<file path="src/rtl/spk_sched_pkg.sv">
// Shared encodings for the spike/status UART frame scheduler.
// Holds state codes, frame tag bytes and default marker bytes.
package spk_sched_pkg;

  typedef logic [3:0] state_t;

  localparam state_t S_IDLE = 4'd0;
  localparam state_t S_ARB  = 4'd1;
  localparam state_t S_H0   = 4'd2;
  localparam state_t S_H1   = 4'd3;
  localparam state_t S_TAG  = 4'd4;
  localparam state_t S_RD   = 4'd5;
  localparam state_t S_PAY  = 4'd6;
  localparam state_t S_CHK  = 4'd7;
  localparam state_t S_T0   = 4'd8;
  localparam state_t S_T1   = 4'd9;
  localparam state_t S_ACK  = 4'd10;

  localparam logic [7:0] TAG_SPK    = 8'h01;
  localparam logic [7:0] TAG_ST     = 8'h02;
  localparam logic [7:0] MARK_A_DEF = 8'hFA;
  localparam logic [7:0] MARK_B_DEF = 8'hF1;

endpackage

</file>
<file path="src/rtl/spk_sched_rr_arb2.sv">
// Two-way round-robin arbiter (spike vs status) for the UART frame scheduler.
// The last-served flag only moves when a frame is acknowledged.
module spk_sched_rr_arb2 (
  input  logic clk,
  input  logic rst,
  input  logic spk_req,
  input  logic st_req,
  input  logic upd,
  input  logic served_st,
  output logic gnt_st
);

  logic last_st;

  // Starting as "status served last" makes spike win the first tie.
  always_ff @(posedge clk) begin
    if (rst)
      last_st <= 1'b1;
    else if (upd)
      last_st <= served_st;
  end

  assign gnt_st = st_req & (~spk_req | ~last_st);

endmodule

</file>
<file path="src/rtl/spike_uart_sched.sv">
// Frame scheduler sharing one UART byte transmitter between spike-dump and status requesters.
// Optional checksum byte enabled by defining SPK_SCHED_CHECKSUM_EN.
//
// state | meaning
// IDLE  | waiting for any request
// ARB   | pick requester, latch base/word
// H0/H1 | send MARK_A, MARK_B
// TAG   | send frame tag
// RD    | spike only: BRAM read bubble
// PAY   | send one payload byte
// CHK   | send XOR checksum (optional)
// T0/T1 | send MARK_B, MARK_A
// ACK   | pulse ack of the served requester
module spike_uart_sched
  import spk_sched_pkg::*;
#(
  parameter int         ADDR_W    = 10,
  parameter int         FRAME_LEN = 128,
  parameter logic [7:0] MARK_A    = MARK_A_DEF,
  parameter logic [7:0] MARK_B    = MARK_B_DEF
) (
  input  logic              clk,
  input  logic              rst,
  input  logic              spk_req,
  input  logic [ADDR_W-1:0] spk_base,
  output logic              spk_ack,
  input  logic              st_req,
  input  logic [31:0]       st_word,
  output logic              st_ack,
  output logic [ADDR_W-1:0] ram_addr,
  input  logic [7:0]        ram_data,
  output logic [7:0]        tx_data,
  output logic              tx_valid,
  input  logic              tx_ready,
  output logic              busy
);

  localparam logic [ADDR_W-1:0] LAST_SPK = ADDR_W'(FRAME_LEN - 1);
  localparam logic [ADDR_W-1:0] LAST_ST  = ADDR_W'(3);
`ifdef SPK_SCHED_CHECKSUM_EN
  localparam state_t S_PAY_DONE = S_CHK;
`else
  localparam state_t S_PAY_DONE = S_T0;
`endif

  state_t            state, state_nx;
  logic              sel_st;
  logic              gnt_st;
  logic [ADDR_W-1:0] base_q;
  logic [ADDR_W-1:0] idx;
  logic [31:0]       word_q;
  logic [7:0]        pay_q;
  logic              pay_hold;
  logic              accept;
  logic              last_byte;
  logic [7:0]        tag_byte;
  logic [7:0]        st_byte;
`ifdef SPK_SCHED_CHECKSUM_EN
  logic [7:0]        chk_q;
`endif

  spk_sched_rr_arb2 u_arb (
    .clk       (clk),
    .rst       (rst),
    .spk_req   (spk_req),
    .st_req    (st_req),
    .upd       (state == S_ACK),
    .served_st (sel_st),
    .gnt_st    (gnt_st)
  );

  assign accept    = tx_valid & tx_ready;
  assign last_byte = sel_st ? (idx == LAST_ST) : (idx == LAST_SPK);
  assign tag_byte  = sel_st ? TAG_ST : TAG_SPK;
  // Address is held through RD and PAY so ram_data stays put while the byte waits.
  assign ram_addr  = base_q + idx;

  always_comb begin
    case (idx[1:0])
      2'd0:    st_byte = word_q[31:24];
      2'd1:    st_byte = word_q[23:16];
      2'd2:    st_byte = word_q[15:8];
      default: st_byte = word_q[7:0];
    endcase
  end

  always_ff @(posedge clk) begin
    if (rst)
      state <= S_IDLE;
    else
      state <= state_nx;
  end

  always_comb begin
    state_nx = state;
    case (state)
      S_IDLE: if (spk_req | st_req) state_nx = S_ARB;
      S_ARB:  state_nx = (spk_req | st_req) ? S_H0 : S_IDLE;
      S_H0:   if (accept) state_nx = S_H1;
      S_H1:   if (accept) state_nx = S_TAG;
      S_TAG:  if (accept) state_nx = sel_st ? S_PAY : S_RD;
      S_RD:   state_nx = S_PAY;
      S_PAY:
        if (accept) begin
          if (last_byte)
            state_nx = S_PAY_DONE;
          else
            state_nx = sel_st ? S_PAY : S_RD;
        end
`ifdef SPK_SCHED_CHECKSUM_EN
      S_CHK:  if (accept) state_nx = S_T0;
`endif
      S_T0:   if (accept) state_nx = S_T1;
      S_T1:   if (accept) state_nx = S_ACK;
      S_ACK:  state_nx = S_IDLE;
      default: state_nx = S_IDLE;
    endcase
  end

  always_comb begin
    tx_valid = 1'b0;
    tx_data  = 8'h00;
    spk_ack  = 1'b0;
    st_ack   = 1'b0;
    busy     = (state != S_IDLE);
    case (state)
      S_H0:  begin tx_valid = 1'b1; tx_data = MARK_A;   end
      S_H1:  begin tx_valid = 1'b1; tx_data = MARK_B;   end
      S_TAG: begin tx_valid = 1'b1; tx_data = tag_byte; end
      S_PAY: begin
        tx_valid = 1'b1;
        tx_data  = sel_st ? st_byte : (pay_hold ? pay_q : ram_data);
      end
`ifdef SPK_SCHED_CHECKSUM_EN
      S_CHK: begin tx_valid = 1'b1; tx_data = chk_q;    end
`endif
      S_T0:  begin tx_valid = 1'b1; tx_data = MARK_B;   end
      S_T1:  begin tx_valid = 1'b1; tx_data = MARK_A;   end
      S_ACK: begin spk_ack = ~sel_st; st_ack = sel_st;  end
      default: ;
    endcase
  end

  always_ff @(posedge clk) begin
    if (rst) begin
      sel_st   <= 1'b0;
      base_q   <= '0;
      word_q   <= '0;
      idx      <= '0;
      pay_q    <= '0;
      pay_hold <= 1'b0;
`ifdef SPK_SCHED_CHECKSUM_EN
      chk_q    <= '0;
`endif
    end else begin
      if (state == S_ARB) begin
        sel_st <= gnt_st;
        base_q <= spk_base;
        word_q <= st_word;
        idx    <= '0;
      end
      if (state == S_PAY && accept)
        idx <= idx + 1'b1;
      // First PAY cycle forwards ram_data and captures it; later cycles replay the copy.
      if (state == S_PAY && !pay_hold)
        pay_q <= ram_data;
      pay_hold <= (state == S_PAY) && !accept && !sel_st;
`ifdef SPK_SCHED_CHECKSUM_EN
      if (state == S_TAG)
        chk_q <= tag_byte;
      else if (state == S_PAY && accept)
        chk_q <= chk_q ^ tx_data;
`endif
    end
  end

endmodule

</file>
<file path="config.mk">
export PLATFORM = sky130hd
export DESIGN_NAME = spike_uart_sched
export DESIGN_NICKNAME = d
export VERILOG_FILES = /design/src/rtl/spk_sched_pkg.sv /design/src/rtl/spk_sched_rr_arb2.sv /design/src/rtl/spike_uart_sched.sv
export SDC_FILE = /design/constraint.sdc
export NUM_CORES = 1
export LEC_CHECK = 0
export CORE_UTILIZATION = 40
export CTS_BUF_LIST = sky130_fd_sc_hd__clkbuf_4 sky130_fd_sc_hd__clkbuf_8
export DETAILED_ROUTE_END_ITERATION = 8
export PLACE_DENSITY = 0.68
export SLEW_MARGIN = 10
export SYNTH_ARGS = -nofsm -noshare
export SYNTH_HDL_FRONTEND = slang
export SYNTH_SLANG_ARGS = --single-unit
</file>
<file path="constraint.sdc">
create_clock -name clk -period 2.5 [get_ports clk]
set_input_delay 0.75 -clock clk [delete_from_list [all_inputs] [get_ports clk]]
set_output_delay 0.75 -clock clk [all_outputs]
set_load 0.03 [all_outputs]
</file>
=== Word-level counts from Yosys, hierarchy flattened ===
Index checks and enable logic that the tools add are counted.

* Word-level logic and storage cells: 74
* Output and inout port bits: 22
* Bits in registers: 67
* Input bits: 55

* Bitwise logic cells: 7
* Reductions and logical operators: 15
* Eq/ne operators: 20
* Multiplexer cells: 22
* Add/sub/neg operators: 2

{| class="wikitable"
|+ Operators with widths
! operator !! number
|-
| case mux 4 bit (9 select lines) || 1
|-
| two-way mux 4 bit || 8
|-
| case mux 8 bit (4 select lines) || 1
|-
| case mux 8 bit (3 select lines) || 1
|-
| two-way mux 10 bit || 2
|-
| two-way mux 8 bit || 2
|-
| inequality test 2 bit (second input constant) || 7
|-
| == test 4 x 3 -> 1 bit (second input constant) || 3
|-
| == test 4 bit (second input constant) || 3
|-
| adder 10 x 1 -> 10 bit (second input constant) || 1
|-
| adder 10 bit || 1
|-
| == test 10 x 2 -> 1 bit (second input constant) || 1
|-
| == test 10 x 7 -> 1 bit (second input constant) || 1
|-
| == test 4 x 2 -> 1 bit (second input constant) || 2
|-
| AND reduction 7 bit || 1
|-
| two-way mux 2 bit || 3
|-
| OR reduction 6 bit || 1
|-
| == test 4 x 1 -> 1 bit (second input constant) || 1
|-
| logical AND 1 bit || 4
|-
| logical NOT 4 bit || 1
|-
| two-way mux 1 bit || 4
|-
| nonzero test 4 bit || 1
|-
| OR reduction 2 bit || 2
|-
| logical NOT 1 bit || 3
|-
| 7 further kinds || 11
|}

=== Longest topological paths before layout ===
* Word-level depth: 7
* Gate-level depth with buffers: 7

=== Hierarchy ===
Synthesis repeated with hierarchy kept, for this count alone.

* Cells, all modules: 461
* Area total of the unflattened synthesis: 3604.7 um2

{| class="wikitable"
|+ By module, submodules not included
! module !! cells an instance !! area each (um2) !! seq. area each (um2) !! instances
|-
| spike_uart_sched || 457 || 3562.2 || 1321.3 || 1
|-
| spk_sched_rr_arb2 || 4 || 42.5 || 20.0 || 1
|}

=== Worst setup path before layout ===
Ideal clock, no wire load.

* Path kind: reg-to-output
* From: register idx[1]
* To: output port ram_addr[9]
* Stages on the path, launching flop included: 6
* Required time: 1.750 ns
* Data arrival time: 2.002 ns
* Slack: -0.252 ns
* Cell sequence: dfxtp_1 > ha_1 > a211oi_1 > o211ai_1 > and4_1 > nor3_1

* Cells in the longest elaborated chain, start to end: 1

{| class="wikitable"
|+ RTL lines
! what !! line !! source
|-
| from (decl) || spike_uart_sched.sv:50 || <nowiki>logic [ADDR_W-1:0] idx;</nowiki>
|-
| from (signal assigned) || spike_uart_sched.sv:163 || <nowiki>idx <= idx + 1'b1;</nowiki>
|-
| adder 10 bit || spike_uart_sched.sv:76 || <nowiki>assign ram_addr = base_q + idx;</nowiki>
|-
| to (decl) || spike_uart_sched.sv:30 || <nowiki>output logic [ADDR_W-1:0] ram_addr,</nowiki>
|}

No other way between the ends.

=== Worst setup path in the final report ===
* From: register idx[0]
* To: output port ram_addr[9]

Same word-level chain as after synthesis.

==> metrics.md <==
| Metric | Value |
|---|---|
| WHS Path Cells | `2` |
| Fin worst setup slack | `-449 ps` |
| Worst reg2reg setup slack | `440 ps` |
| Pint | `2.60 mW` |
| Register area | `1350 um^2` |
| Nets | `650` |
| Tcrit/Tclk final | `118%` |
| R2R Path Start | `idx[0]` |
| Clock network power share | `23.0%` |
| Max-slew violation count | `0` |
| Share of cells above drive strength 1 | `25.4%` |
| Hold slack | `456 ps` |
| Post-synthesis async set-or-reset flop share | `0%` |
| DP Worst Slack | `-525 ps` |
| Slew HR | `69.8%` |
| Mapped cell area | `3650 um^2` |
| Vias per std cell | `5.53` |
| First-pass GRT wire length | `17.0 mm` |
| Worst setup SP type | `flip-flop` |
| Gpl congestion | `0.852` |
| Total grt overflow | `0` |
| CTS Sinks | `67` |
| Min Clock Period, post-route | `2950 ps` |
| Syn nets | `537` |
| Crit-path max FO | `2` |
| Initial Util | `41.7%` |
| Worst vdd ir | `0.000526 V` |
| Max Cap Viol | `0` |
| Layout area overhead | `46.6%` |
| Clock insertion delay at the later pin of the skew report | `340 ps` |
| Port Buffers | `76` |
| Sw Ratio | `38.6%` |
| Area leader, netlist | `dfxtp_1` |
| Drt pass-1 iters | `5` |
| Multi-input logic area | `2380 um^2` |
| FP Rows | `34` |
| Worst reg2reg path endpoint | `state[2]` |
| WL/cell | `15.2 um` |
| Setup crit end kind | `primary output` |
| Ranking of synthesized cells by area | `dfxtp_1 37%, nand2_1 10%, a21oi_1 8.4%, ha_1 4.5%, mux2i_1 4.1%` |
| Clk root buf | `clkbuf_8` |
| RSZ-0062 raised after global routing | `true` |
| DP Cell Count | `672` |
| Share of the synthesized area in the top cell type | `36.7%` |
| Hold Vio Cnt, Final | `0` |
| Via count | `3841` |
| Core Area | `8760 um^2` |
| Worst-case clock buffer depth | `2` |
| N_diodes | `0` |
| NetSw | `1.64 mW` |
| Worst Setup Path Type | `reg2out` |
| Final worst clock skew | `11.8 ps` |
| Final Power | `4.24 mW` |
| Gate power share | `43.3%` |
| Die area | `9510 um^2` |
| Hold Path Class | `reg2reg` |
| WL final | `10.6 mm` |
| Placed inst area | `4830 um^2` |
| Number of flops mapped to enable cells by yosys | `0` |
| CTS H-tree depth | `3` |
| Die width | `97.5 um` |
| Syn Inst Count | `468` |
| Status | `finished, violations left` |
| Synth Area per Inst | `7.80 um^2` |
| Vias in the first global route | `3695` |
| Top FF cell, synth | `dfxtp_1` |
| Flops & latches, synth | `67` |
| Commonest non-fill, non-tap cell in the layout | `nand2_1` |
| Leakage power | `2.08 nW` |
| DRC violations left | `0` |
| Max Clock Freq | `0.339 GHz` |
| Sequential share of the synthesized area | `36.7%` |
| Worst path arrival time | `2200 ps` |
| CTS tree | `built` |
| Failing checks | `setup timing` |
| Hold path start | `word_q[14]` |
| Required time of the critical path | `1750 ps` |
| 1st-iter DRT viols | `241` |
| ANT nets after route | `0` |
| CTS buffer count | `9` |
| Final setup fails | `14` |
| GRT Util Overall | `21.9%` |
| Number of library cell types mapped by synthesis | `59` |
| Hold Buf Count CTS | `0` |
| Hold Path End | `word_q[14]` |
| Die Span Y | `97.5 um` |
| Reg2Reg Depth | `7` |
| Sum Neg Setup Slack | `-3700 ps` |
| PwrDens | `792 nW/um^2` |
| Util after Layout | `61.1%` |
| Fill cell count | `774` |
| Initial antenna violation count | `0` |
| Post-Layout Cell Count | `694` |
| IO Count | `77` |
| Clock Pin Slew Worst Setup and Hold Paths | `80 ps` |
| Register share of total power | `33.7%` |
| Least-Margin Pin Slew | `452 ps` |
| Post-DP HPWL | `7.45 mm` |
| Most frequent cells in the layout | `101 x nand2_1, 67 x buf_4, 59 x dfxtp_1` |
| Largest net degree at the start of global routing | `49` |
| YS warnings | `0` |
| Final instance area | `5350 um^2` |
-- cells in the mapped netlist (4+ instances only) --
cell,instances
nand4_1,4
nand2_1,101
ha_1,13
a21oi_1,61
inv_1,7
a222oi_1,8
xnor2_1,6
nor2_1,32
clkbuf_1,23
nor3_1,5
a31oi_1,4
mux2i_1,15
a211oi_1,4
nor2b_1,6
buf_2,10
o221ai_1,4
dfxtp_1,67
nand3_1,9
xor2_1,7
nand2b_1,9
o21ai_0,13
-- state kept, by name, summed over array words and instances (netlist names) --
register and cells:
idx 10, word_q 32, u_arb.last_st 1, pay_q 8, sel_st 1, state 4, pay_hold 1, base_q 10
-- worst max-delay path, cell delays in order (launching register included) --
cell and delay (ps):
dfxtp_2 340, ha_4 160, buf_4 140, a211oi_4 260
o211ai_1 210, buf_4 190, and4_1 190, nor3_2 180
buf_4 180
-- kinds of logic after synthesis --
| logic type | count (synthesis) | synth area share, % |
|---|---|---|
| simple gates | 191 | 24.3 |
| compound gates | 123 | 21.1 |
| flops | 67 | 36.7 |
| buf+inv | 43 | 4.97 |
| mux | 17 | 4.73 |
| fa+ha+maj | 14 | 5.00 |
| xor+xnor | 13 | 3.12 |
-- cell type report --
cell class	instances	area share (%)
inverter	7	0.631
tap	108	2.52
sequential	67	25.2
multi-input combinational	358	44.5
clock buffer	13	3.23
clock inverter	3	0.841
timing repair buffer	138	23.0
-- routing by layer --
layer	vias up	global-route usage (%)	routed length, um
met5	-	0	0
met4	0	8.26	184
met3	20	3.09	576
met2	131	38.8	5360
met1	1807	26.6	4440
li1	1883	-	-
-- power groups by stage --
stage          combinational (mW)  sequential [mW]  clock (mW)
2_1_floorplan                1.16             1.37           0
3_3_place_gp                 1.75             1.42           0
3_5_place_dp                 1.78             1.43           0
4_1_cts                      1.82             1.42       0.984
5_1_grt                      2.01             1.46        1.03
6_report                     1.84             1.43       0.974
-- worst max path at each step --
stage | from | end | slack, ps | depth (start not counted)
5_1_grt | base_q[1] | ram_addr[9] | -520 | 7
6_report | idx[0] | ram_addr[9] | -450 | 8
3_5_place_dp | base_q[1] | ram_addr[9] | -530 | 7
3_3_place_gp | base_q[1] | ram_addr[9] | -500 | 7
4_1_cts | base_q[0] | ram_addr[8] | -560 | 8
2_1_floorplan | idx[1] | ram_addr[9] | -10 | 5
-- timing repair --
| item | in CTS | in global routing |
|---|---|---|
| setup endpoints to repair | 17 | 17 |
| resized for setup | 48 | 26 |
| setup buffers | 3 | 3 |
| hold endpoints to repair | 0 | 0 |
| pin swaps | 15 | 21 |
| cloned | 0 | 0 |
Note: power is estimated with default switching activity, not from simulation.
==> variant 1, RTL diff (config.mk and constraints unchanged) <==
Set the parameter `ADDR_W` to 11 (it was 10).
--- a/src/rtl/spike_uart_sched.sv
+++ b/src/rtl/spike_uart_sched.sv
@@ -15,5 +15,5 @@
   import spk_sched_pkg::*;
 #(
-  parameter int         ADDR_W    = 10,
+  parameter int         ADDR_W    = 11,
   parameter int         FRAME_LEN = 128,
   parameter logic [7:0] MARK_A    = MARK_A_DEF,
Ports: changed (resized ram_addr and spk_base); port bits go from 77 to 79. No check against the original RTL was run, so the function may have changed too.
==> variant 1 against the unedited design <==
The run still ends with negative setup slack left. Sequential cell count grew 2. Final cell count grew 0.14%. Setup slack lost 0.19 ns. Wire length shrank 3.4%. Fmax shrank 6.1%. Clock skew shrank 0.0024 ns. Area after synthesis grew 2.4%. Non-clock buffer count shrank 8. Sequential share of layout area grew 0.72 points. Final area shrank 0.44%.
Power is not compared: it rests on default switching activity, and its combinational part moved more than twofold at a synthesized area within 25%.
==> variant 1: results (changes against the unedited design) <==
[synth]
synthTopCellsByArea=dfxtp_1 (37%), nand2_1 (12%), a21oi_1 (8.7%)
synth_cells=476  ; +1.7%
synth-seq-area-share=0.369  ; +0.00210
yosys-top-cells-count=nand2_1 (115), dfxtp_1 (69), a21oi_1 (65), nor2_1 (22), o21ai_0 (20)
synth_fp_nets=547  ; +1.9%
synth_xor_area_frac=0.0328  ; +0.00161
muxShareOfSynthArea=0.0448  ; -0.00245
synthAdderAreaFrac=0.0522  ; +0.00217
netlist_area_um2=3740  ; +2.4%
synth-compound-area-share=0.223  ; +0.0114

[route]
dr_wl_met3_um=539  ; -6.4%
drt-met1-wl_mm=4.52  ; +1.8%
drtIter0Drc=162  ; -33%
highest-signal-layer=met4
wl_mm=10.2  ; -3.4%
wl_met2_mm=4.94  ; -7.9%

[min_path]
min_to=word_q[1]$_SDFFE_PP0P_
min_from=word_q[1]$_SDFFE_PP0P_

[cells_and_area]
regArea_um2=1380  ; +2.4%
inv_count=8  ; +1
antenna_cells=1  ; +1
clock_area_frac=0.0324  ; -0.00827
final_cell_area_um2=5330  ; -0.44%
nonClkBufAreaFrac=0.231  ; +0.000558
reg.largest.list=word_q: 32 flops, base_q: 11 flops, idx: 11 flops
n_all_buffers=130  ; -5.8%
nMultiInputCombCells=364  ; +1.7%
multi_input_area_um2=2370  ; -0.53%
clockBufferCount=9  ; -4
fin_nets=653  ; +0.46%
layout.sequential_cells=69  ; +3.0%
fin_cells=695  ; +0.14%
fill_cells=779  ; +0.65%
drive_above_1_share=0.222  ; -0.0324

[critical_path]
worstReg2RegEnd=idx[8]$_SDFFE_PP0P_
cp_data_arrival_time_ns=2.39  ; +0.19 ns
r2r_slack_ns=0.61  ; +0.17 ns
cp_max_fo=6  ; +4
r2r-start=state[2]$_SDFFE_PP0P_

[status]
violations=negative setup slack
status=finished with violations

[timing]
fin_skew_ns=0.00943  ; -0.00239 ns
timing.slew.headroom=0.598  ; -0.100
worst_slack_ns=-0.642  ; -0.193 ns
hold_slack_ns=0.457  ; +0.00165 ns
final-setup-viol-count=17  ; +3
setup-tns-final_ns=-5.55  ; -1.85 ns

[global_route]
grt_max_degree=57  ; +16%
grtUsageMet3=0.0567  ; +0.0258
gr-usage-met1=0.274  ; +0.00757
grt_pass1_wl_mm=17.0  ; -0.52%
grt_pass1_vias=3573  ; -3.3%
grtUsageMet2=0.362  ; -0.0254
grtUsageTotal=0.218  ; -0.000963
antenna_found_initial=1  ; +1

[placement]
dp_slack_ns=-0.645  ; -0.120 ns
place_inst=669  ; -0.45%
dp_hpwl_mm=7.30  ; -1.9%
gp_congestion=0.864  ; +1.4%
place.port_buffers=78  ; +2.6%

-- variant 1: how the worst max path moves through the flow --
stage                         from           end
2_1_floorplan  idx[0]$_SDFFE_PP0P_  ram_addr[10]
3_3_place_gp           ram_data[7]    tx_data[7]
3_5_place_dp           ram_data[4]    tx_data[4]
4_1_cts        idx[0]$_SDFFE_PP0P_  ram_addr[10]
5_1_grt        idx[1]$_SDFFE_PP0P_  ram_addr[10]
6_report       idx[1]$_SDFFE_PP0P_  ram_addr[10]
-- variant 1: critical path: stages, from the launching register on --
cell and delay [ns]:
dfxtp_2 0.34, buf_6 0.12, buf_8 0.13, fa_2 0.39, a211oi_4 0.23, o211ai_1 0.12, a31o_2 0.26, a21oi_2 0.17
xnor2_2 0.14, buf_6 0.15
-- variant 1: timing repair --
| action | CTS | global route |
|---|---|---|
| pin swaps | 31 | 27 |
| setup buffers | 8 | 4 |
| gates resized for setup | 69 | 22 |
| gates cloned | 0 | 0 |
| endpoints found under the setup margin | 20 | 19 |
==> variant 2, RTL diff (same flow settings) <==
Without the edit above. Make the reset (`rst`) asynchronous in 3 clocked blocks.
--- a/src/rtl/spk_sched_rr_arb2.sv
+++ b/src/rtl/spk_sched_rr_arb2.sv
@@ -14,5 +14,5 @@
 
   // Starting as "status served last" makes spike win the first tie.
-  always_ff @(posedge clk) begin
+  always_ff @(posedge clk or posedge rst) begin
     if (rst)
       last_st <= 1'b1;
--- a/src/rtl/spike_uart_sched.sv
+++ b/src/rtl/spike_uart_sched.sv
@@ -85,5 +85,5 @@
   end
 
-  always_ff @(posedge clk) begin
+  always_ff @(posedge clk or posedge rst) begin
     if (rst)
       state <= S_IDLE;
@@ -142,5 +142,5 @@
   end
 
-  always_ff @(posedge clk) begin
+  always_ff @(posedge clk or posedge rst) begin
     if (rst) begin
       sel_st   <= 1'b0;
Behaviour: differs if rst is asserted again (counterexample within 4 cycles, from zero or initial values and one cycle with rst high); with rst held inactive, the same outputs for 10 cycles.
==> variant 2 against the unedited design <==
The flow still finishes with violations (negative setup slack). Largest power group unchanged. Sequential cell count stayed put. Final cell count is 2.6% lower. Wire length is 1.6% lower. Final area is 5.4% higher. Clock power is 13% higher. Setup slack worse by 0.14 ns. Clock skew is 0.0036 ns lower. Highest routed layer unchanged. Area after synthesis is 3.6% higher. Power is 33% higher. First-iteration DRC count is 17% lower.
==> variant 2: results (changes against the unedited design) <==
[synth]
synth-seq-area-share=0.444  ; +0.0764
synth_ff_type=dfrtp_1
synthTopCellsByArea=dfrtp_1 (44%), nand2_1 (15%), ha_1 (4.3%)
synthAdderAreaFrac=0.0483  ; -0.00172
async_reset_ff_frac=1.00  ; +1.00
synth-compound-area-share=0.152  ; -0.0599

[timing]
worst_slew_pin_slew_ns=0.476  ; +0.0236 ns
worst_slack_ns=-0.591  ; -0.142 ns
hold_slack_ns=0.485  ; +0.0289 ns
final-setup-viol-count=16  ; +2
fin_skew_ns=0.00820  ; -0.00362 ns
setup-tns-final_ns=-5.62  ; -1.93 ns

[pwr]
power_clock_w=0.00110  ; +13%
p_per_area_nw_per_um2=1000  ; +26%
p_leak_nw=2.42  ; +16%
p_switching_w=0.00219  ; +33%
peakVddDrop_mv=0.654  ; +24%
combPwrFrac=0.590  ; +0.157

[status]
violations=negative setup slack
status=finished with violations

[placement]
dp_hpwl_mm=7.43  ; -0.27%
gp_congestion=0.860  ; +0.92%
place_inst=654  ; -2.7%
dp_slack_ns=-0.730  ; -0.204 ns
place_area_um2=5100  ; +5.5%

[critical_path]
r2r_cells=9  ; +2
worstReg2RegEnd=state[1]$_DFFE_PP0P_
cp_max_fo=3  ; +1
worst_path_largest_cell_delay_ns=0.43  ; +0.09 ns
cp_data_arrival_time_ns=2.34  ; +0.14 ns
startpoint=idx[0]$_DFFE_PP0P_
r2r_slack_ns=0.28  ; -0.16 ns
endpoint=ram_addr[8]

[min_path]
min_from=word_q[20]$_DFFE_PP0P_
min_to=word_q[20]$_DFFE_PP0P_

[global_route]
grtUsageMet3=0.0415  ; +0.0105
grt_max_degree=56  ; +14%
grt_pass1_vias=3533  ; -4.4%

[route]
dr_wl_met3_um=610  ; +5.9%
wl_mm=10.4  ; -1.6%
drtIter0Drc=200  ; -17%
drt-met1-wl_mm=4.64  ; +4.5%
wl_met2_mm=4.97  ; -7.2%
first_pass_iters=7  ; +2

[cells_and_area]
fin_cells=676  ; -2.6%
fill_cells=796  ; +2.8%
fin_nets=630  ; -3.1%

variant 2: cell types whose count changed after synthesis, moves of 5 or more:
cell | unedited run | this run
a21oi_1 | 61 | 18
clkbuf_1 | 23 | 17
dfrtp_1 | 0 | 66
dfxtp_1 | 67 | 0
inv_1 | 7 | 12
mux2_2 | 2 | 9
nand2_1 | 101 | 152
nand2b_1 | 9 | 4
nor2_1 | 32 | 13
variant 2: repair_timing:
action	in CTS	in global routing
resized for setup	70	21
endpoints found under the setup margin	19	17
pin swaps	20	29
buffers inserted	4	5
variant 2: worst min-delay path: stages (launching register included):
cell,delay [ns]
dfrtp_1,0.35
nand2_1,0.06
nand2_1,0.06
variant 2: final cells by class:
class                           count  area share
Timing Repair Buffer              141       0.234
Clock inverter                      6      0.0202
Clock buffer                        9      0.0219
Tap cell                          111      0.0246
Sequential cell                    67       0.297
Multi-Input combinational cell    330       0.393
Inverter                           12     0.00931
